<file path="src/rtl/ps2_game_input.sv">
// PS/2 keyboard receiver and scancode decoder producing held-key move/shoot
// controls for two players of the tank game.
module ps2_game_input #(
  parameter int unsigned TIMEOUT_CYCLES = 25000
) (
  input  logic       clk_i,
  input  logic       reset_i,
  input  logic       ps2_clk_i,
  input  logic       ps2_data_i,
  output logic [3:0] player_1_move_o,
  output logic [3:0] player_2_move_o,
  output logic       player_1_shoot_o,
  output logic       player_2_shoot_o,
  output logic [7:0] scancode_o,
  output logic       scancode_valid_o,
  output logic       frame_error_o
);

  localparam int unsigned TW = $clog2(TIMEOUT_CYCLES + 1);
  localparam int unsigned NKEYS = 10;
  localparam int unsigned KW = 4;

  // Held-key indices
  localparam logic [KW-1:0] P1_UP    = KW'(0);
  localparam logic [KW-1:0] P1_DOWN  = KW'(1);
  localparam logic [KW-1:0] P1_LEFT  = KW'(2);
  localparam logic [KW-1:0] P1_RIGHT = KW'(3);
  localparam logic [KW-1:0] P1_SHOOT = KW'(4);
  localparam logic [KW-1:0] P2_UP    = KW'(5);
  localparam logic [KW-1:0] P2_DOWN  = KW'(6);
  localparam logic [KW-1:0] P2_LEFT  = KW'(7);
  localparam logic [KW-1:0] P2_RIGHT = KW'(8);
  localparam logic [KW-1:0] P2_SHOOT = KW'(9);

  typedef enum logic [1:0] {
    IDLE  = 2'd0,
    RECV  = 2'd1,
    CHECK = 2'd2
  } state_t;

  logic          clk_s1, clk_s2, clk_prev;
  logic          data_s1, data_s2;
  logic          fall;
  state_t        state;
  logic [3:0]    bit_cnt;
  logic [8:0]    shift_q;
  logic [TW-1:0] to_cnt;
  logic          frame_ok;
  logic          ext_q, brk_q;
  logic [NKEYS-1:0] held_q;
  logic          key_hit;
  logic [KW-1:0] key_idx;

  // Two-flop synchronisers; idle bus level after reset avoids a false fall
  always_ff @(posedge clk_i) begin
    if (reset_i) begin
      clk_s1   <= 1'b1;
      clk_s2   <= 1'b1;
      clk_prev <= 1'b1;
      data_s1  <= 1'b1;
      data_s2  <= 1'b1;
    end else begin
      clk_s1   <= ps2_clk_i;
      clk_s2   <= clk_s1;
      clk_prev <= clk_s2;
      data_s1  <= ps2_data_i;
      data_s2  <= data_s1;
    end
  end

  assign fall = clk_prev & ~clk_s2;

  // At the stop-bit fall, shift_q holds data[7:0] and parity[8]
  assign frame_ok = (^shift_q) & data_s2;

  // Frame receiver; the timeout check has priority over a coincident fall
  always_ff @(posedge clk_i) begin
    if (reset_i) begin
      state            <= IDLE;
      bit_cnt          <= 4'd0;
      shift_q          <= 9'd0;
      to_cnt           <= '0;
      scancode_o       <= 8'h00;
      scancode_valid_o <= 1'b0;
      frame_error_o    <= 1'b0;
    end else begin
      scancode_valid_o <= 1'b0;
      frame_error_o    <= 1'b0;
      case (state)
        IDLE: begin
          if (fall) begin
            if (!data_s2) begin
              state   <= RECV;
              bit_cnt <= 4'd1;
              to_cnt  <= '0;
            end else begin
              frame_error_o <= 1'b1;
            end
          end
        end
        RECV: begin
          if (to_cnt == TW'(TIMEOUT_CYCLES)) begin
            state         <= IDLE;
            bit_cnt       <= 4'd0;
            frame_error_o <= 1'b1;
          end else if (fall) begin
            to_cnt  <= '0;
            shift_q <= {data_s2, shift_q[8:1]};
            bit_cnt <= bit_cnt + 4'd1;
            if (bit_cnt == 4'd10) begin
              state <= CHECK;
              if (frame_ok) begin
                scancode_o       <= shift_q[7:0];
                scancode_valid_o <= 1'b1;
              end else begin
                frame_error_o <= 1'b1;
              end
            end
          end else begin
            to_cnt <= to_cnt + TW'(1);
          end
        end
        CHECK: begin
          state   <= IDLE;
          bit_cnt <= 4'd0;
        end
        default: begin
          state   <= IDLE;
          bit_cnt <= 4'd0;
        end
      endcase
    end
  end

  // Key map lookup on (ext, code); numpad codes without E0 do not match
  always_comb begin
    key_hit = 1'b1;
    key_idx = P1_UP;
    case ({ext_q, scancode_o})
      9'h01D:  key_idx = P1_UP;
      9'h01B:  key_idx = P1_DOWN;
      9'h01C:  key_idx = P1_LEFT;
      9'h023:  key_idx = P1_RIGHT;
      9'h029:  key_idx = P1_SHOOT;
      9'h175:  key_idx = P2_UP;
      9'h172:  key_idx = P2_DOWN;
      9'h16B:  key_idx = P2_LEFT;
      9'h174:  key_idx = P2_RIGHT;
      9'h05A:  key_idx = P2_SHOOT;
      default: key_hit = 1'b0;
    endcase
  end

  // Prefix tracking and held-key state
  always_ff @(posedge clk_i) begin
    if (reset_i) begin
      ext_q  <= 1'b0;
      brk_q  <= 1'b0;
      held_q <= '0;
    end else if (frame_error_o) begin
      ext_q <= 1'b0;
      brk_q <= 1'b0;
    end else if (scancode_valid_o) begin
      if (scancode_o == 8'hE0) begin
        ext_q <= 1'b1;
      end else if (scancode_o == 8'hF0) begin
        brk_q <= 1'b1;
      end else begin
        if (key_hit) begin
          held_q[key_idx] <= ~brk_q;
        end
        ext_q <= 1'b0;
        brk_q <= 1'b0;
      end
    end
  end

  // Opposing directions held together cancel each other
  always_ff @(posedge clk_i) begin
    if (reset_i) begin
      player_1_move_o  <= 4'b0000;
      player_2_move_o  <= 4'b0000;
      player_1_shoot_o <= 1'b0;
      player_2_shoot_o <= 1'b0;
    end else begin
      player_1_move_o  <= {held_q[P1_LEFT] & ~held_q[P1_RIGHT],
                           held_q[P1_RIGHT] & ~held_q[P1_LEFT],
                           held_q[P1_UP] & ~held_q[P1_DOWN],
                           held_q[P1_DOWN] & ~held_q[P1_UP]};
      player_2_move_o  <= {held_q[P2_LEFT] & ~held_q[P2_RIGHT],
                           held_q[P2_RIGHT] & ~held_q[P2_LEFT],
                           held_q[P2_UP] & ~held_q[P2_DOWN],
                           held_q[P2_DOWN] & ~held_q[P2_UP]};
      player_1_shoot_o <= held_q[P1_SHOOT];
      player_2_shoot_o <= held_q[P2_SHOOT];
    end
  end

endmodule

</file>
<file path="config.mk">
export PLATFORM = sky130hd
export DESIGN_NAME = ps2_game_input
export DESIGN_NICKNAME = d
export VERILOG_FILES = /design/src/rtl/ps2_game_input.sv
export SDC_FILE = /design/constraint.sdc
export NUM_CORES = 1
export LEC_CHECK = 0
export ABC_AREA = 1
export CAP_MARGIN = 25
export CORE_ASPECT_RATIO = 1.4
export CORE_MARGIN = 1
export CORE_UTILIZATION = 35
export DETAILED_ROUTE_END_ITERATION = 10
export SLEW_MARGIN = 20
export SYNTH_ARGS = -nofsm -noshare
export SYNTH_HDL_FRONTEND = slang
export SYNTH_SLANG_ARGS = --single-unit
</file>
<file path="constraint.sdc">
create_clock -name clk_i -period 2.2 [get_ports clk_i]
set_input_delay 0.44 -clock clk_i [delete_from_list [all_inputs] [get_ports clk_i]]
set_output_delay 0.44 -clock clk_i [all_outputs]
set_load 0.02 [all_outputs]
</file>
After elaboration in Yosys (flattened, before gate mapping)
Cells that the tools add are included.
{ "totals": {"out_inout_bits": 20, "register_bits": 67, "word_cells": 118, "inputBits": 4} }
{ "op_classes": {"n_reduce_logical": 15, "addsub": 2, "mux": 32, "n_lt_le_gt_ge": 2, "n_eq_ne": 21, "n_bitwise": 27} }
{ "op_table": {"columns": ["op", "count"], "rows": [
  ["two-way mux 15 bit", 4],
  ["equality test 9 bit (second input constant)", 4],
  ["case mux 4 bit (9 select lines)", 1],
  ["case mux 15 bit (2 select lines)", 1],
  ["equality test 9 x 5 -> 1 bit (second input constant)", 3],
  ["equality test 9 x 6 -> 1 bit (second input constant)", 2],
  ["inverter 1 bit", 17],
  ["equality test 8 bit (second input constant)", 2],
  ["two-way mux 4 bit", 4],
  ["adder 15 x 1 -> 15 bit (second input constant)", 1],
  ["equality test 15 bit (second input constant)", 1],
  ["two-way mux 1 bit", 12],
  ["AND 1 bit", 10],
  ["bitwise mux 10 bit", 1],
  ["two-way mux 2 bit", 5],
  ["AND reduction 5 bit", 2],
  ["OR reduction 10 bit", 1],
  ["equality test 9 x 7 -> 1 bit (second input constant)", 1],
  ["parity 9 bit", 1],
  ["!= test 2 bit (second input constant)", 4],
  ["case mux 4 bit (2 select lines)", 1],
  ["AND reduction 4 bit", 2],
  ["!= test 3 bit (second input constant)", 2],
  ["AND reduction 3 bit", 2],
  ["14 further kinds", 15]
]} }

Depth between registers and ports, before layout
{ "depth": {"depth_word": 7, "mapped_depth": 13, "depth_no_buf": 12} }

Worst setup path before layout
OpenSTA, ideal clock, no wires.
{ "synth_path": {"kind": "reg-to-reg", "startpoint": "register to_cnt[0]", "endpoint": "register scancode_o[4]", "setup_time_ns": 0.114, "path_buffers": 1, "period_less_slack_ns": 1.609, "stages_incl_launch_ff": 12, "path_slack_ns": 0.591, "t_arrival_ns": 1.495, "required_ns": 2.086, "cell_sequence": "dfxtp_1 > inv_1 > ha_1 > nand4_1 > nor2_1 > nand2_2 > nand2_4 > nor2_2 > nand4_4 > buf_6 > nor2_1 > nor2_2"} }
{ "synth_via": {"elab_chain_len": 3} }
{ "synth_rtl": {"columns": ["item", "line_no", "text"], "rows": [
  ["start, declared", "47", "logic [TW-1:0] to_cnt;"],
  ["start signal, assigned", "120", "to_cnt <= to_cnt + TW'(1);"],
  ["equality test 15 bit", "102", "if (to_cnt == TW'(TIMEOUT_CYCLES)) begin"],
  ["inverter 1 bit (no line)", null, null],
  ["AND reduction 5 bit (no line)", null, null],
  ["end signal, assigned", "113", "scancode_o <= shift_q[7:0];"],
  ["end, declared", "14", "output logic [7:0] scancode_o,"]
]} }
Every way passes these cells.
A chain may end at the register's enable or synchronous reset.

Worst setup path in the final report
{ "layout_path": {"startpoint": "register scancode_o[3]", "endpoint": "output scancode_o[3]"} }
No word-level cell between the ends.

==> summary.md <==
| Metric | Value |
|---|---|
| Status | `finished with violations` |
| Failing checks | `design-rule violations` |
| Sequential share of the synthesized area | `0.4021` |
| Fraction of layout cells with a size suffix above 1 | `0.1285` |
| Ranking of synthesized cells by area | `dfxtp_1 (40%), nand2_1 (12%), nor2_1 (6.6%), nand3_1 (6.0%), a21oi_1 (5.6%)` |
| Synthesized Nets | `between 400 and 500` |
| Setup crit end kind | `primary output` |
| Post-Synthesis Cells | `476` |
| Min Clock Period, post-route | `~1.9 ns` |
| DRC viols | `2` |
| Clock-pin transition on the worst setup and hold timing paths | `0.05 ns` |
| Commonest cells in the netlist | `nand2_1 (111), dfxtp_1 (67), nor2_1 (59), inv_1 (46), nand3_1 (40)` |
| Hold Vio Cnt, Final | `0` |
| Area delta synth->final | `17.48%` |
| Max Cap Violations | `0` |
| Routed WL | `7.367 mm` |
| Clock latency at the later pin of the worst-skew pair | `0.33 ns` |
| H-Tree Depth | `3` |
| Number of buffers added on ports | `23` |
| Pins Over Slew Limit | `0` |
| Via-to-Cell Ratio | `4.972` |
| Post-route setup TNS | `0 ns` |
| First-pass GRT wire length | `12.74 mm` |
| Yosys cell types | `31` |
| Count leader, synth | `nand2_1` |
| Placed Cells | `598` |
| Critical Path, Cell by Cell | `clkdlybuf4s50_1` |
| Non-Filler Instances | `613` |
| Post-route antenna net violation count | `0` |
| Nets | `510` |
| Tightest Pin Transition | `0.4139 ns` |
| Startpoint types | `flip-flop` |
| Reg2reg start | `to_cnt[0]` |
| Clock Path Buffers | `2` |
| Cell taking the most area after synthesis | `dfxtp_1` |
| Final setup fails | `0` |
| Switching Share | `0.2081` |
| Tot GR Track Use | `0.1603` |
| Chip Width | `approximately 85 um` |
| Final global-route overflow total | `0` |
| Post-CTS Hold Fix Bufs | `0` |
| Setup crit start | `scancode_o[3]` |
| Resized cells post-CTS | `0` |
| Slew HR | `0.7241` |
| CTS sink count | `67` |
| CP max stage cell | `clkdlybuf4s50_1` |
| Sw Pwr | `roughly 0.53 mW` |
| Antenna violations before repair | `0` |
| Yosys warning total | `0` |
| Vias in the first global route | `roughly 2,900` |
| Die area | `between 0.009 and 0.01 mm2` |
| Synthesized area | `0.003336 mm2` |
| Diodes inserted | `0` |
| I/O pins | `24` |
| Pwr dens | `650.6 mW/mm2` |
| Via Count | `a little over 3,000` |
| Logic pwr share | `0.023` |
| Post-DR wirelength/cell | `around 12 um` |
| Die Ht | `~120 um` |
| Root Driver | `clkbuf_16` |
| Fmax | `roughly 540 MHz` |
| Max VDD drop | `0.0004047 V` |
| GP Congestion | `0.9282` |
| HP Start | `clk_s1` |
| Post-CTS setup buffers | `0` |
| Tcrit/Tclk final | `0.8477` |
| Row cnt | `41` |
| CTS tree | `done` |
| Effective utilization at floorplan | `0.3653` |
| Synth async-reset ratio | `0` |
| Core box area | `0.009131 mm2` |
| Critical Path RT | `1.76 ns` |
| Flop pwr share | `0.480` |
| Drt first pass iters | `7` |
| CP delay by family, top | `buffers and inverters` |
| Syn_area_per_cell | `approximately 7 um2` |
| Clock Power Share | `0.496` |
| Clock skew | `0.007405 ns` |
| RSZ-0062 raised after global routing | `no` |
| WP buf/inv | `1` |
| Top-area cell type share of the netlist area | `0.4021` |
| Largest net degree at the start of global routing | `38` |
| Post-synth EDFFs | `0` |
| Initial drt markers | `126` |
| CTS Buf Count | `9` |
| Synthesized flop and latch total | `67` |
| Hold WC Path Type | `reg2reg` |
| Worst Setup Path Type | `reg2out` |
| Crit-path max cell delay | `~0.65 ns` |
| Top FF cell, synth | `dfxtp_1` |
| Final HPWL DP | `5.428 mm` |
| CP Max Fanout | `5` |
| Leak Pwr | `1.573 nW` |
| Worst EP arrival | `1.42 ns` |
| Internal Power | `2.019 mW` |
state kept, by name (all words and copies together), names as in the netlist, 2 cells and up:
| register | count |
|---|---|
| state | 2 |
| bit_cnt | 4 |
| player_2_move_o | 4 |
| shift_q | 9 |
| player_1_move_o | 4 |
| to_cnt | 15 |
| scancode_o | 8 |
| held_q | 10 |
final timing paths:
path	slack [ns]	cells after the start	end
worst max-delay path	0.34	1	scancode_o[3]
worst min-delay path	0.40	1	clk_s2
worst max register to register	0.44	10	scancode_o[4]
worst min register to register	0.40	1	clk_s2
metal layers:
layer | up-vias | track usage | share of wire
li1 | 1574 | - | -
met2 | 61 | 0.2856 | 0.51
met5 | - | 0 | 0
met4 | 0 | 0.07945 | 0.029
met3 | 21 | 0.04067 | 0.033
met1 | 1392 | 0.1736 | 0.43
final cells by class:
class	instances	area (um2)
Tap cell	107	133.9
Clock buffer	12	246.5
Fill cell	979	5213
Clock inverter	3	15.01
Sequential cell	67	1341
Inverter	60	230.2
Multi-Input combinational cell	337	1692
Timing Repair Buffer	27	260.3
kinds of logic after synthesis:
kind of cell,synth area share
and+or+nand+nor,0.3770
buffers and inverters,0.09078
DFF,0.4021
AOI/OAI and AO/OA,0.09677
xor gates and xnor gates,0.01838
adders and majority gates,0.01500
power by group through the flow:
stage	clock network [mW]	registers, mW	logic, mW
after global placement	0	1.25	0.0582
after detailed placement	0	1.25	0.0587
after global routing	1.36	1.22	0.0648
after CTS	1.30	1.22	0.0589
after floorplan	0	1.25	0.0406
final	1.27	1.22	0.0591
worst register-to-register path: cells and delay by family (launching register included):
family,cells,cell delay [ns]
flops,1,0.35
simple gates,8,0.99
buf+inv,1,0.09
fa+ha+maj,1,0.22
cells in the final DEF (no fill, tap or decap), types with 7 or more instances in the layout:
cell type        synthesis  routed
nor2_2                   7       7
dfxtp_1                 67      67
nand2_1                111     111
clkbuf_16                0       9
nand4_1                 15      15
inv_1                   46      46
a21oi_1                 37      37
clkdlybuf4s50_1          0      23
nor2_1                  59      59
nor3_1                   8       8
o21ai_0                 16      16
inv_2                   11      11
nand3_1                 40      40
metrics by stage:
stage / utilization / hold WS, ns / power (mW) / setup slack (ns) / area [um2]
after CTS: 0.4292 / 0.4076 / 2.582 / 0.3297 / 3919
after global routing: 0.4292 / 0.4257 / 2.652 / 0.2138 / 3919
final: 0.4292 / 0.4040 / 2.549 / 0.3351 / 3919
after floorplan: - / 0.3895 / 1.290 / 0.5907 / 3336
after detailed placement: 0.4005 / 0.3953 / 1.308 / 0.4385 / 3657
after global placement: 0.4005 / 0.3932 / 1.308 / 0.4777 / 3657
Power figures use the tool's default switching activity.
==> RTL change: new RTL, config.mk and constraints unchanged <==
Re-encode `state_t` (3 states) as one-hot, 3 bits wide.
--- a/src/rtl/ps2_game_input.sv
+++ b/src/rtl/ps2_game_input.sv
@@ -33,8 +33,8 @@
   localparam logic [KW-1:0] P2_SHOOT = KW'(9);
 
-  typedef enum logic [1:0] {
-    IDLE  = 2'd0,
-    RECV  = 2'd1,
-    CHECK = 2'd2
+  typedef enum logic [2:0] {
+    IDLE  = 3'b001,
+    RECV  = 3'b010,
+    CHECK = 3'b100
   } state_t;
 
Check against the original RTL: no difference found for any inputs over 10 cycles, from zero or initial values and one cycle with reset_i high; not proved beyond that.
==> RTL change against the unedited design <==
Clock skew hardly changed. Worst setup slack worse by 0.035 ns. Wire length increased by 9.4%. Synthesized area increased by 4.6%. Sequential share of layout area down 1.3 points. Final area rose by 5.5%. Via count is 5.9% higher. Sequential cell count increased by 1. Critical endpoint is now to_cnt[8].
Power is not compared: it rests on default switching activity, and its combinational part moved more than twofold at a synthesized area within 25%.
==> RTL change: results (changes against the unedited design) <==
min_from: "data_s1"  # was clk_s1
grt_max_degree: 42  # was 38
cpMaxStageDelayCell: "dfxtp_1"  # was clkdlybuf4s50_1
vias: 3229  # was 3,048
maxSlewHeadroom_pct: 73.8  # was 72.4%
timing.rr.end: "to_cnt[8]"  # was scancode_o[4]
clock_path_buffers: 2  # unchanged
antenna_found_initial: 0  # unchanged
synthTopCellsByCount: "nand2_1 (109), dfxtp_1 (68), inv_1 (68)"  # was nand2_1 (111), dfxtp_1 (67), nor2_1 (59)
grt_pass1_wl_microns: 13600  # was 12,700 microns
wire_per_inst_microns: 12.0  # about the same
ys_async_sr_fraction_pct: 0  # unchanged
cts.root.buffer_cell: "clkbuf_16"  # unchanged
synth_fp_nets: 514  # was 484
hold_path.class: "reg -> reg"  # unchanged
synth_compound_area_share_pct: 9.43  # was 9.68%
post_route_cells_drive_above_1_share_pct: 10.8  # was 12.8%
yosysUniqueCellTypes: 36  # was 31
finalClockSkew_ns: 0.00765  # was 0.00741 ns
initialDrtViolationCount: 178  # was 126
min_to: "data_s2"  # was clk_s2
holdWs_ns: 0.414  # was 0.404 ns
cpPeakStageDelay_ns: 0.33  # was 0.65 ns
crit_family: "simple AND/OR/NAND/NOR gates"  # was buffers and inverters
place_hpwl_microns: 5820  # was 5430 microns
cts_made_buffers: 9  # unchanged
ys_warn_count: 0  # unchanged
synth_area_leaders: "dfxtp_1 (39%), nand2_1 (12%), inv_1 (7.3%)"  # was dfxtp_1 (40%), nand2_1 (12%), nor2_1 (6.6%)
placedCellCount: 654  # was 598
syn_area_per_cell_sq_um: 6.89  # was 7.01 sq um
cp.arrival_ns: 2.12  # was 1.42 ns
crit_fanout: 16  # was 5
synthXorXnorAreaFrac_pct: 1.76  # was 1.84%
synth_fa_ha_area_share_pct: 1.43  # was 1.50%
num-fill-cells: 1036  # was 979
worstReg2RegStart: "to_cnt[0]"  # unchanged
status: "complete, no violations"  # was complete, but fails checks
instances_no_fill: 670  # was 613
rrSetupSlack_ns: 0.30  # was 0.44 ns
place_ws_ns: 0.152  # was 0.439 ns
reg2reg_depth: 11  # was 10
grt_usage_pct: 16.6  # was 16.0%
swShare_pct: 25.7
globalplace.congestion: 0.876  # was 0.928
placed_area_sq_um: 3850  # was 3660 sq um
dr.pass1.iters: 4  # was 7
synth_mux_area_share_pct: 0  # unchanged
fin_nets: 541  # was 510
yosysSeqAreaShare_pct: 39.0  # was 40.2%
clkTransAtPathRegs_ns: 0.06
grt_pass1_vias: 3022  # was 2,913
## RTL change: cell types whose count changed in the layout (fill, tap and decap cells not counted), sizes merged, moves of 3 or more
| cell | change |
|---|---|
| inv | +15 |
| o21ai | +3 |
| clkinv | -3 |
| nand2 | -3 |
| nor2 | +9 |
| nand4 | +9 |
| clkinvlp | +4 |
| a21oi | -7 |
| o21a | +3 |
## RTL change: layout make-up
class	instances	area [sq um]	share of cell area [%]
timing repair buffer	29	288	6.96
sequential	68	1360	32.9
clock inverter	6	40.0	0.969
multi-input combinational	352	1770	42.7
tap	132	165	4.00
inverter	73	274	6.63
clock buffer	10	239	5.78
## RTL change: how the worst max path moves through the flow
stage / start / depth (start not counted) / end / slack, ns
floorplan: scancode_o[2] / 11 / held_q[2] / 0.64
global placement: to_cnt[0] / 10 / shift_q[2] / 0.24
detailed placement: to_cnt[0] / 10 / shift_q[2] / 0.15
CTS: to_cnt[0] / 10 / shift_q[2] / 0.14
global route: to_cnt[0] / 11 / to_cnt[8] / 0.09
finish: to_cnt[0] / 11 / to_cnt[8] / 0.30
## RTL change: power groups by stage
| stage | registers (mW) | logic, mW | clock network (mW) |
|---|---|---|---|
| 2_1_floorplan | 1.29 | 0.187 | 0 |
| 3_3_place_gp | 1.30 | 0.222 | 0 |
| 3_5_place_dp | 1.30 | 0.221 | 0 |
| 4_1_cts | 1.27 | 0.222 | 1.37 |
| 5_1_grt | 1.27 | 0.248 | 1.42 |
| 6_report | 1.27 | 0.220 | 1.34 |
## RTL change: metrics by stage
step | utilization [%] | power, mW
finish | 43.2 | 2.83
global route | 43.2 | 2.94
CTS | 43.2 | 2.86
detailed placement | 40.3 | 1.52
global placement | 40.3 | 1.52
floorplan | - | 1.48
## RTL change: metal layers
| metal | global-route usage (%) | vias up | share of wire (%) |
|---|---|---|---|
| li1 | - | 1683 | - |
| met1 | 20.7 | 1491 | 48 |
| met2 | 27.1 | 40 | 47 |
| met3 | 3.78 | 15 | 3.1 |
| met4 | 7.40 | 0 | 2.2 |
| met5 | 0 | - | 0 |
## RTL change: kinds of logic (layout without fill, tap and decap cells)
| group | Yosys count | after routing |
|---|---|---|
| AND/OR/NAND/NOR | 280 | 280 |
| buffers and inverters | 86 | 118 |
| flip-flops | 68 | 68 |
| AO/OA/AOI/OAI | 61 | 61 |
| XOR/XNOR | 7 | 7 |
| adder cells (fa/ha/maj) | 4 | 4 |
## RTL change: timing repair
action | CTS | global route
endpoints found under the hold margin | 0 | 0
endpoints found under the setup margin | 0 | 6
gates resized for setup | 0 | 1
